[src/rtl/fetch_stage_pkg.sv]
// fetch_stage_pkg: constants shared by the instruction-fetch stage.
//   WORD_ZERO          all-zero machine word
//   NOP_INSTR_VAL      instruction injected into IF/ID on reset/flush/redirect
//   PC_STEP_VAL        sequential PC increment
//   S_FETCH/S_HOLD/S_DROP  fetch FSM state encodings
package fetch_stage_pkg;

  localparam int unsigned XLEN_DEFAULT  = 32;
  localparam logic [31:0] WORD_ZERO     = 32'h0000_0000;
  localparam logic [31:0] NOP_INSTR_VAL = 32'h0000_0000;
  localparam logic [31:0] PC_STEP_VAL   = 32'd4;

  // Fetch FSM encodings
  localparam logic [1:0] S_FETCH = 2'd0;  // request outstanding at pc_in
  localparam logic [1:0] S_HOLD  = 2'd1;  // word captured while IF/ID stalled
  localparam logic [1:0] S_DROP  = 2'd2;  // wrong-path request still in flight

endpackage

[src/rtl/fetch_stage_if_id_reg.sv]
// fetch_stage_if_id_reg: IF/ID pipeline register.
//   clk, rst       clock, asynchronous active-low reset
//   load           capture {instr_in, pc4_in} and mark valid
//   clear          invalidate (valid=0, instr=NOP); wins over load
//   instr_in/pc4_in  values to capture
//   instr/pc4/valid  registered contents
// With neither load nor clear the register holds.
module fetch_stage_if_id_reg
  import fetch_stage_pkg::*;
#(
  parameter int unsigned     XLEN      = XLEN_DEFAULT,
  parameter logic [XLEN-1:0] NOP_INSTR = XLEN'(NOP_INSTR_VAL)
) (
  input  logic            clk,
  input  logic            rst,
  input  logic            load,
  input  logic            clear,
  input  logic [XLEN-1:0] instr_in,
  input  logic [XLEN-1:0] pc4_in,
  output logic [XLEN-1:0] instr,
  output logic [XLEN-1:0] pc4,
  output logic            valid
);

  logic [XLEN-1:0] instr_q, instr_d;
  logic [XLEN-1:0] pc4_q, pc4_d;
  logic            valid_q, valid_d;

  // Next-state selection: clear > load > hold. The pc4 field is left alone on clear.
  always_comb begin
    instr_d = instr_q;
    pc4_d   = pc4_q;
    valid_d = valid_q;
    if (clear) begin
      instr_d = NOP_INSTR;
      valid_d = 1'b0;
    end else if (load) begin
      instr_d = instr_in;
      pc4_d   = pc4_in;
      valid_d = 1'b1;
    end else begin
      valid_d = valid_q;
    end
  end

  // Register update with asynchronous reset to an empty NOP slot
  always_ff @(posedge clk or negedge rst) begin
    if (!rst) begin
      instr_q <= NOP_INSTR;
      pc4_q   <= XLEN'(WORD_ZERO);
      valid_q <= 1'b0;
    end else begin
      instr_q <= instr_d;
      pc4_q   <= pc4_d;
      valid_q <= valid_d;
    end
  end

  assign instr = instr_q;
  assign pc4   = pc4_q;
  assign valid = valid_q;

endmodule

[src/rtl/fetch_stage.sv]
// fetch_stage: instruction-fetch stage sitting after the PC register.
//   clk, rst                 clock, asynchronous active-low reset
//   pc_in / next_pc          current PC in, value the PC register latches next (comb)
//   imem_req/addr/ready/rdata  variable-latency instruction memory handshake
//   branch_taken/target      redirect from EX
//   stall, flush             IF/ID hazard controls
//   if_id_instr/pc4/valid    IF/ID pipeline register outputs
// Optional (macro FETCH_PERF_CNT_EN): perf_fetched, perf_stall 32-bit wrapping counters.
// The PC is held by returning pc_in on next_pc. A redirect or flush invalidates IF/ID;
// flush never changes the PC. A redirect that arrives while a request is still
// outstanding parks the target and drains that request in S_DROP.
module fetch_stage
  import fetch_stage_pkg::*;
#(
  parameter int unsigned     XLEN      = XLEN_DEFAULT,
  parameter logic [XLEN-1:0] PC_STEP   = XLEN'(PC_STEP_VAL),
  parameter logic [XLEN-1:0] NOP_INSTR = XLEN'(NOP_INSTR_VAL)
) (
  input  logic            clk,
  input  logic            rst,
  input  logic [XLEN-1:0] pc_in,
  output logic [XLEN-1:0] next_pc,
  output logic            imem_req,
  output logic [XLEN-1:0] imem_addr,
  input  logic            imem_ready,
  input  logic [XLEN-1:0] imem_rdata,
  input  logic            branch_taken,
  input  logic [XLEN-1:0] branch_target,
  input  logic            stall,
  input  logic            flush,
  output logic [XLEN-1:0] if_id_instr,
  output logic [XLEN-1:0] if_id_pc4,
  output logic            if_id_valid
`ifdef FETCH_PERF_CNT_EN
  ,
  output logic [31:0]     perf_fetched,
  output logic [31:0]     perf_stall
`endif
);

  logic [1:0]      state_q, state_d;
  logic [XLEN-1:0] pending_q, pending_d;
  logic [XLEN-1:0] hold_buf_q, hold_buf_d;
  logic [XLEN-1:0] pc4_s;
  logic [XLEN-1:0] ifid_instr_s;
  logic            ifid_load_s;
  logic            ifid_clear_s;

  // Wraps modulo 2^XLEN by construction
  assign pc4_s     = pc_in + PC_STEP;
  assign imem_addr = pc_in;

  // FSM, next-PC mux, memory request and IF/ID control
  always_comb begin
    state_d      = state_q;
    pending_d    = pending_q;
    hold_buf_d   = hold_buf_q;
    next_pc      = pc_in;
    imem_req     = 1'b0;
    ifid_load_s  = 1'b0;
    ifid_clear_s = 1'b0;
    ifid_instr_s = imem_rdata;
    if (!rst) begin
      // Request is dropped while reset is low; flops are held by the async reset
      imem_req = 1'b0;
    end else begin
      ifid_clear_s = flush | branch_taken;
      case (state_q)
        S_FETCH: begin
          imem_req = 1'b1;
          if (branch_taken) begin
            if (imem_ready) begin
              next_pc = branch_target;
            end else begin
              // Keep the request up at the same address until it completes
              pending_d = branch_target;
              state_d   = S_DROP;
            end
          end else if (imem_ready) begin
            if (stall) begin
              hold_buf_d = imem_rdata;
              state_d    = S_HOLD;
            end else begin
              next_pc     = pc4_s;
              ifid_load_s = 1'b1;
            end
          end else begin
            next_pc = pc_in;
          end
        end
        S_HOLD: begin
          ifid_instr_s = hold_buf_q;
          if (branch_taken) begin
            next_pc = branch_target;
            state_d = S_FETCH;
          end else if (!stall) begin
            // pc_in has been held, so pc4_s still belongs to the buffered word
            next_pc     = pc4_s;
            ifid_load_s = 1'b1;
            state_d     = S_FETCH;
          end else begin
            next_pc = pc_in;
          end
        end
        S_DROP: begin
          imem_req = 1'b1;
          if (branch_taken) begin
            // A newer redirect supersedes the parked one
            if (imem_ready) begin
              next_pc   = branch_target;
              pending_d = XLEN'(WORD_ZERO);
              state_d   = S_FETCH;
            end else begin
              pending_d = branch_target;
            end
          end else if (imem_ready) begin
            next_pc   = pending_q;
            pending_d = XLEN'(WORD_ZERO);
            state_d   = S_FETCH;
          end else begin
            next_pc = pc_in;
          end
        end
        default: begin
          state_d = S_FETCH;
        end
      endcase
    end
  end

  // FSM state, parked redirect target and stall hold buffer
  always_ff @(posedge clk or negedge rst) begin
    if (!rst) begin
      state_q    <= S_FETCH;
      pending_q  <= XLEN'(WORD_ZERO);
      hold_buf_q <= NOP_INSTR;
    end else begin
      state_q    <= state_d;
      pending_q  <= pending_d;
      hold_buf_q <= hold_buf_d;
    end
  end

  fetch_stage_if_id_reg #(
    .XLEN      (XLEN),
    .NOP_INSTR (NOP_INSTR)
  ) u_if_id (
    .clk      (clk),
    .rst      (rst),
    .load     (ifid_load_s),
    .clear    (ifid_clear_s),
    .instr_in (ifid_instr_s),
    .pc4_in   (pc4_s),
    .instr    (if_id_instr),
    .pc4      (if_id_pc4),
    .valid    (if_id_valid)
  );

`ifdef FETCH_PERF_CNT_EN
  logic [31:0] perf_fetched_q, perf_fetched_d;
  logic [31:0] perf_stall_q, perf_stall_d;

  // Count real IF/ID loads and cycles spent waiting on memory or the hazard unit
  always_comb begin
    perf_fetched_d = perf_fetched_q;
    perf_stall_d   = perf_stall_q;
    if (ifid_load_s && !ifid_clear_s) begin
      perf_fetched_d = perf_fetched_q + 32'd1;
    end else begin
      perf_fetched_d = perf_fetched_q;
    end
    if (rst && ((state_q == S_HOLD) || !imem_ready)) begin
      perf_stall_d = perf_stall_q + 32'd1;
    end else begin
      perf_stall_d = perf_stall_q;
    end
  end

  // Performance counter registers
  always_ff @(posedge clk or negedge rst) begin
    if (!rst) begin
      perf_fetched_q <= 32'd0;
      perf_stall_q   <= 32'd0;
    end else begin
      perf_fetched_q <= perf_fetched_d;
      perf_stall_q   <= perf_stall_d;
    end
  end

  assign perf_fetched = perf_fetched_q;
  assign perf_stall   = perf_stall_q;
`endif

endmodule

[config.mk]
export PLATFORM = sky130hd
export DESIGN_NAME = fetch_stage
export DESIGN_NICKNAME = d
export VERILOG_FILES = /design/src/rtl/fetch_stage_pkg.sv /design/src/rtl/fetch_stage_if_id_reg.sv /design/src/rtl/fetch_stage.sv
export SDC_FILE = /design/constraint.sdc
export NUM_CORES = 1
export LEC_CHECK = 0
export ABC_AREA = 1
export ABC_CLOCK_PERIOD_IN_PS = 2000
export CAP_MARGIN = 15
export CORE_ASPECT_RATIO = 0.7
export CORE_UTILIZATION = 44
export DETAILED_ROUTE_END_ITERATION = 12
export PLACE_DENSITY = 0.86
export SYNTH_ARGS = -nofsm -noshare
export SYNTH_HDL_FRONTEND = slang
export SYNTH_HIERARCHICAL = 1
export SYNTH_SLANG_ARGS = --single-unit
[constraint.sdc]
create_clock -name clk -period 2 [get_ports clk]
set_input_delay 0.4 -clock clk [delete_from_list [all_inputs] [get_ports clk]]
set_output_delay 0.4 -clock clk [all_outputs]
set_load 0.02 [all_outputs]
==> flow_summary.toml <==
[run_status]
status = "finished with violations"
failed_checks = "negative setup slack"

[route]
vias = 9890
drtAntennaViolNets = 0
first_pass_iters = 5
drcViolationCount = 0
via_per_inst = 5.337
dr.first_iter.drc_count = 1281
wl_mm = 33.54
avgRoutedWirePerCell_um = 18.10

[synthesis]
netlist_instances = 1231
async_flop_share = 1.000
synth.net_count = 1334
synth-edff-count = 0
synth_area_sq_um = 8353
synthMuxAreaShare = 0
synthFlopType = "dfrtp_1"
synth_top_family_by_area = "simple AND/OR/NAND/NOR gates"
synth-seq-cells = 131
syn_avg_cell_area_sq_um = 6.786
synthSimpleGateAreaFrac = 0.3288
yosys_warnings = 6
synth_compound_gate_area_share = 0.1330
ys_seq_area_frac = 0.3925
synth_adder_area_share = 0.001498
synth_xor_area_frac = 0.02202
ys_types = 37

[sta]
drv_slew = 0
worst_pin_slew_ns = 0.6379
fin_ws_ns = -0.4954
layout_min_cycle_time_ns = 2.495
setup_viol = 32
period_share = 1.248
slew_headroom = 0.5747
max_freq_ghz = 0.4007
rsz0062_at_grt = "yes"
finClkSkew_ns = 0.009081
hold_viol_final = 0

[final_layout]
layout-drive-gt1-share = 0.2877
fin_nets = 1706
n_fill_cell = 1341
area_growth_pct = 60.82
register_area_sq_um = 3281
multi_input_area_sq_um = 4613

[clock_tree]
cts.sinks = 131
cts_tree = "done"
clkTransAtPathRegs_ns = 0.07
htreeDepth = 4
clkLatencyLatePin_ns = 0.42
numCtsBuffers = 17
clockRootBuffer = "clkbuf_16"
clockBufferDepth = 2

[setup_path]
worst_setup_path_start_kind = "flip-flop"
timing.rr.end = "u_if_id/instr[29]$_DFFE_PN0P_"
endpoint_kind = "primary output"
critPathKind = "reg -> out"
required_ns = 1.60
r2r_start = "state_q[0]$_DFFE_PN0P_"
rr_worst_depth = 11
crit_fanout = 5
r2r_slack_ns = 0.08
crit_arrival_ns = 2.10

[run]
cap_violations = 0

[power]
power.internal_uw = 8137
net-switching-power_uw = 5577
sequentialPowerShare = 0.305
p_leak_uw = 0.006789
swShare = 0.4067
power_uw = 13710
power.share.clock = 0.220
p_per_area_nw_per_um2 = 1021
combPwrFrac = 0.475
peakVddDrop_mv = 0.7255

[floorplan]
floorplan.initialDensity = 0.4561
dieArea_sq_um = 19550
num_rows = 41
core_sq_um = 18310
top_level_ports = 232
die_w_um = 166.7
die_h_um = 117.3

[grt]
antenna_found_initial = 1
grtUsageTotal = 0.3406
grt_pass1_wl_mm = 50.68
grt_pass1_vias = 9312
grt_overflow = 0
grt_max_degree = 66

[placement]
io_buffers = 231
gp_congestion = 1.084
dp_hpwl_mm = 24.31
place_ws_ns = -1.320

[min_path]
hold_path.class = "in -> async"
==> worst max-delay path by stage <==
stage               slack (ns)              startpoint     endpoint  depth (start not counted)
CTS                      -0.46  state_q[0]$_DFFE_PN0P_   next_pc[4]                         10
floorplan                -0.01                pc_in[2]  next_pc[26]                          9
finish                   -0.50  state_q[1]$_DFFE_PN0P_  next_pc[20]                         11
global route             -0.56  state_q[0]$_DFFE_PN0P_  next_pc[20]                         11
global placement         -1.34                pc_in[3]  next_pc[18]                         12
detailed placement       -1.32                pc_in[3]  next_pc[26]                         13
==> per-stage QoR <==
stage          utilization  area [sq um]  hold WS [ns]  setup TNS, ns  cells
2_1_floorplan            -          8363        0.1044       -0.03063   1231
3_3_place_gp        0.6516         11930        0.4533         -66.87   1781
3_5_place_dp        0.6516         11930        0.4571         -70.92   1781
4_1_cts             0.7161         13110        0.1236         -11.85   1842
5_1_grt             0.7335         13430        0.1568         -15.33   1853
6_report            0.7335         13430        0.1033         -13.09   1853
==> kinds of logic (layout without fill, tap and decap cells) <==
kind of cell             Yosys count  in the layout
adder cells (fa/ha/maj)            1              1
other                              0              1
flip-flops                       131            131
buffers and inverters            216            601
XOR/XNOR                          21             21
AO/OA/AOI/OAI                    195            195
AND/OR/NAND/NOR                  667            667
==> cell usage after synthesis (4+ instances only) <==
library cell	number	area share
a21oi_1	43	0.026
xor2_1	17	0.018
nor2_1	101	0.045
clkbuf_1	20	0.0090
a21boi_0	4	0.0036
nand2_1	419	0.19
nor2_2	6	0.0045
o21ai_0	99	0.059
nor2_4	4	0.0054
buf_2	36	0.022
dfrtp_1	131	0.39
o21ai_2	22	0.023
xnor2_1	4	0.0042
nand3b_1	4	0.0036
nand3_1	120	0.072
o21ai_1	12	0.0072
buf_6	6	0.0081
inv_1	120	0.054
buf_4	32	0.029
nor3_1	4	0.0024
==> critical path, stage by stage (launching register included) <==
cell,delay (ns)
dfrtp_2,0.46
nand2_2,0.10
inv_2,0.06
nor2_4,0.11
nand2_4,0.08
a21oi_4,0.22
buf_6,0.18
buf_6,0.11
o21ai_2,0.05
nand2_2,0.10
nand2_2,0.06
buf_6,0.13
==> power by group through the flow <==
stage / Combinational, uW / Clock, uW / Sequential, uW
2_1_floorplan: 2610 / 0 / 4540
3_3_place_gp: 5620 / 0 / 4130
3_5_place_dp: 5760 / 0 / 4180
4_1_cts: 6190 / 3060 / 4160
5_1_grt: 6990 / 3160 / 4290
6_report: 6510 / 3020 / 4180
==> per-layer routing <==
metal  global-route usage  wire [um]
met1               0.4855      14730
met5                    0          0
met2               0.5036      14300
met3              0.09011       3627
met4               0.1105        880
==> cell type report <==
class | instances | area share
inverter | 122 | 0.03502
sequential | 131 | 0.2442
clock inverter | 15 | 0.01034
clock buffer | 17 | 0.03167
tap | 236 | 0.02198
multi-input combinational | 884 | 0.3434
antenna | 1 | 0.0001863
timing repair buffer | 447 | 0.3132
==> sequential cells by signal (all words and copies together) (netlist names) <==
signal         flops
hold_buf_q        32
pending_q         32
u_if_id/instr     32
u_if_id/pc4       32
state_q            2
u_if_id/valid      1
==> timing repair <==
| item | in CTS | in global routing |
|---|---|---|
| hold buffers | 0 | 0 |
| pin swaps | 49 | 42 |
| setup buffers | 28 | 9 |
| cloned | 2 | 2 |
| endpoints found under the setup margin | 70 | 44 |
| resized for setup | 372 | 98 |
==> placed cells by master, fill, tap and decap left out, types with 4 or more instances in the layout <==
| cell type | Yosys | layout |
|---|---|---|
| nand2_4 | 0 | 4 |
| inv_2 | 2 | 8 |
| nor2_4 | 4 | 20 |
| inv_8 | 0 | 6 |
| o21ai_0 | 99 | 71 |
| xnor2_1 | 4 | 4 |
| nand3_1 | 120 | 114 |
| inv_1 | 120 | 109 |
| buf_2 | 36 | 4 |
| xor2_1 | 17 | 17 |
| clkbuf_2 | 0 | 5 |
| clkbuf_16 | 0 | 18 |
| nand2_2 | 1 | 43 |
| buf_12 | 0 | 16 |
| o21ai_1 | 12 | 21 |
| nand2_1 | 419 | 373 |
| dfrtp_1 | 131 | 129 |
| clkdlybuf4s15_1 | 0 | 5 |
| nand3b_1 | 4 | 4 |
| nor2_2 | 6 | 22 |
| clkdlybuf4s15_2 | 0 | 4 |
| a21oi_1 | 43 | 36 |
| nand3_2 | 1 | 7 |
| inv_4 | 0 | 5 |
| buf_6 | 6 | 42 |
| dlymetal6s2s_1 | 0 | 5 |
| nor2_1 | 101 | 69 |
| clkdlybuf4s50_1 | 0 | 157 |
| inv_6 | 0 | 4 |
| dlygate4sd2_1 | 0 | 20 |
| o21ai_2 | 22 | 39 |
| buf_4 | 32 | 186 |
| a21oi_2 | 1 | 7 |
Power figures use the tool's default switching activity.
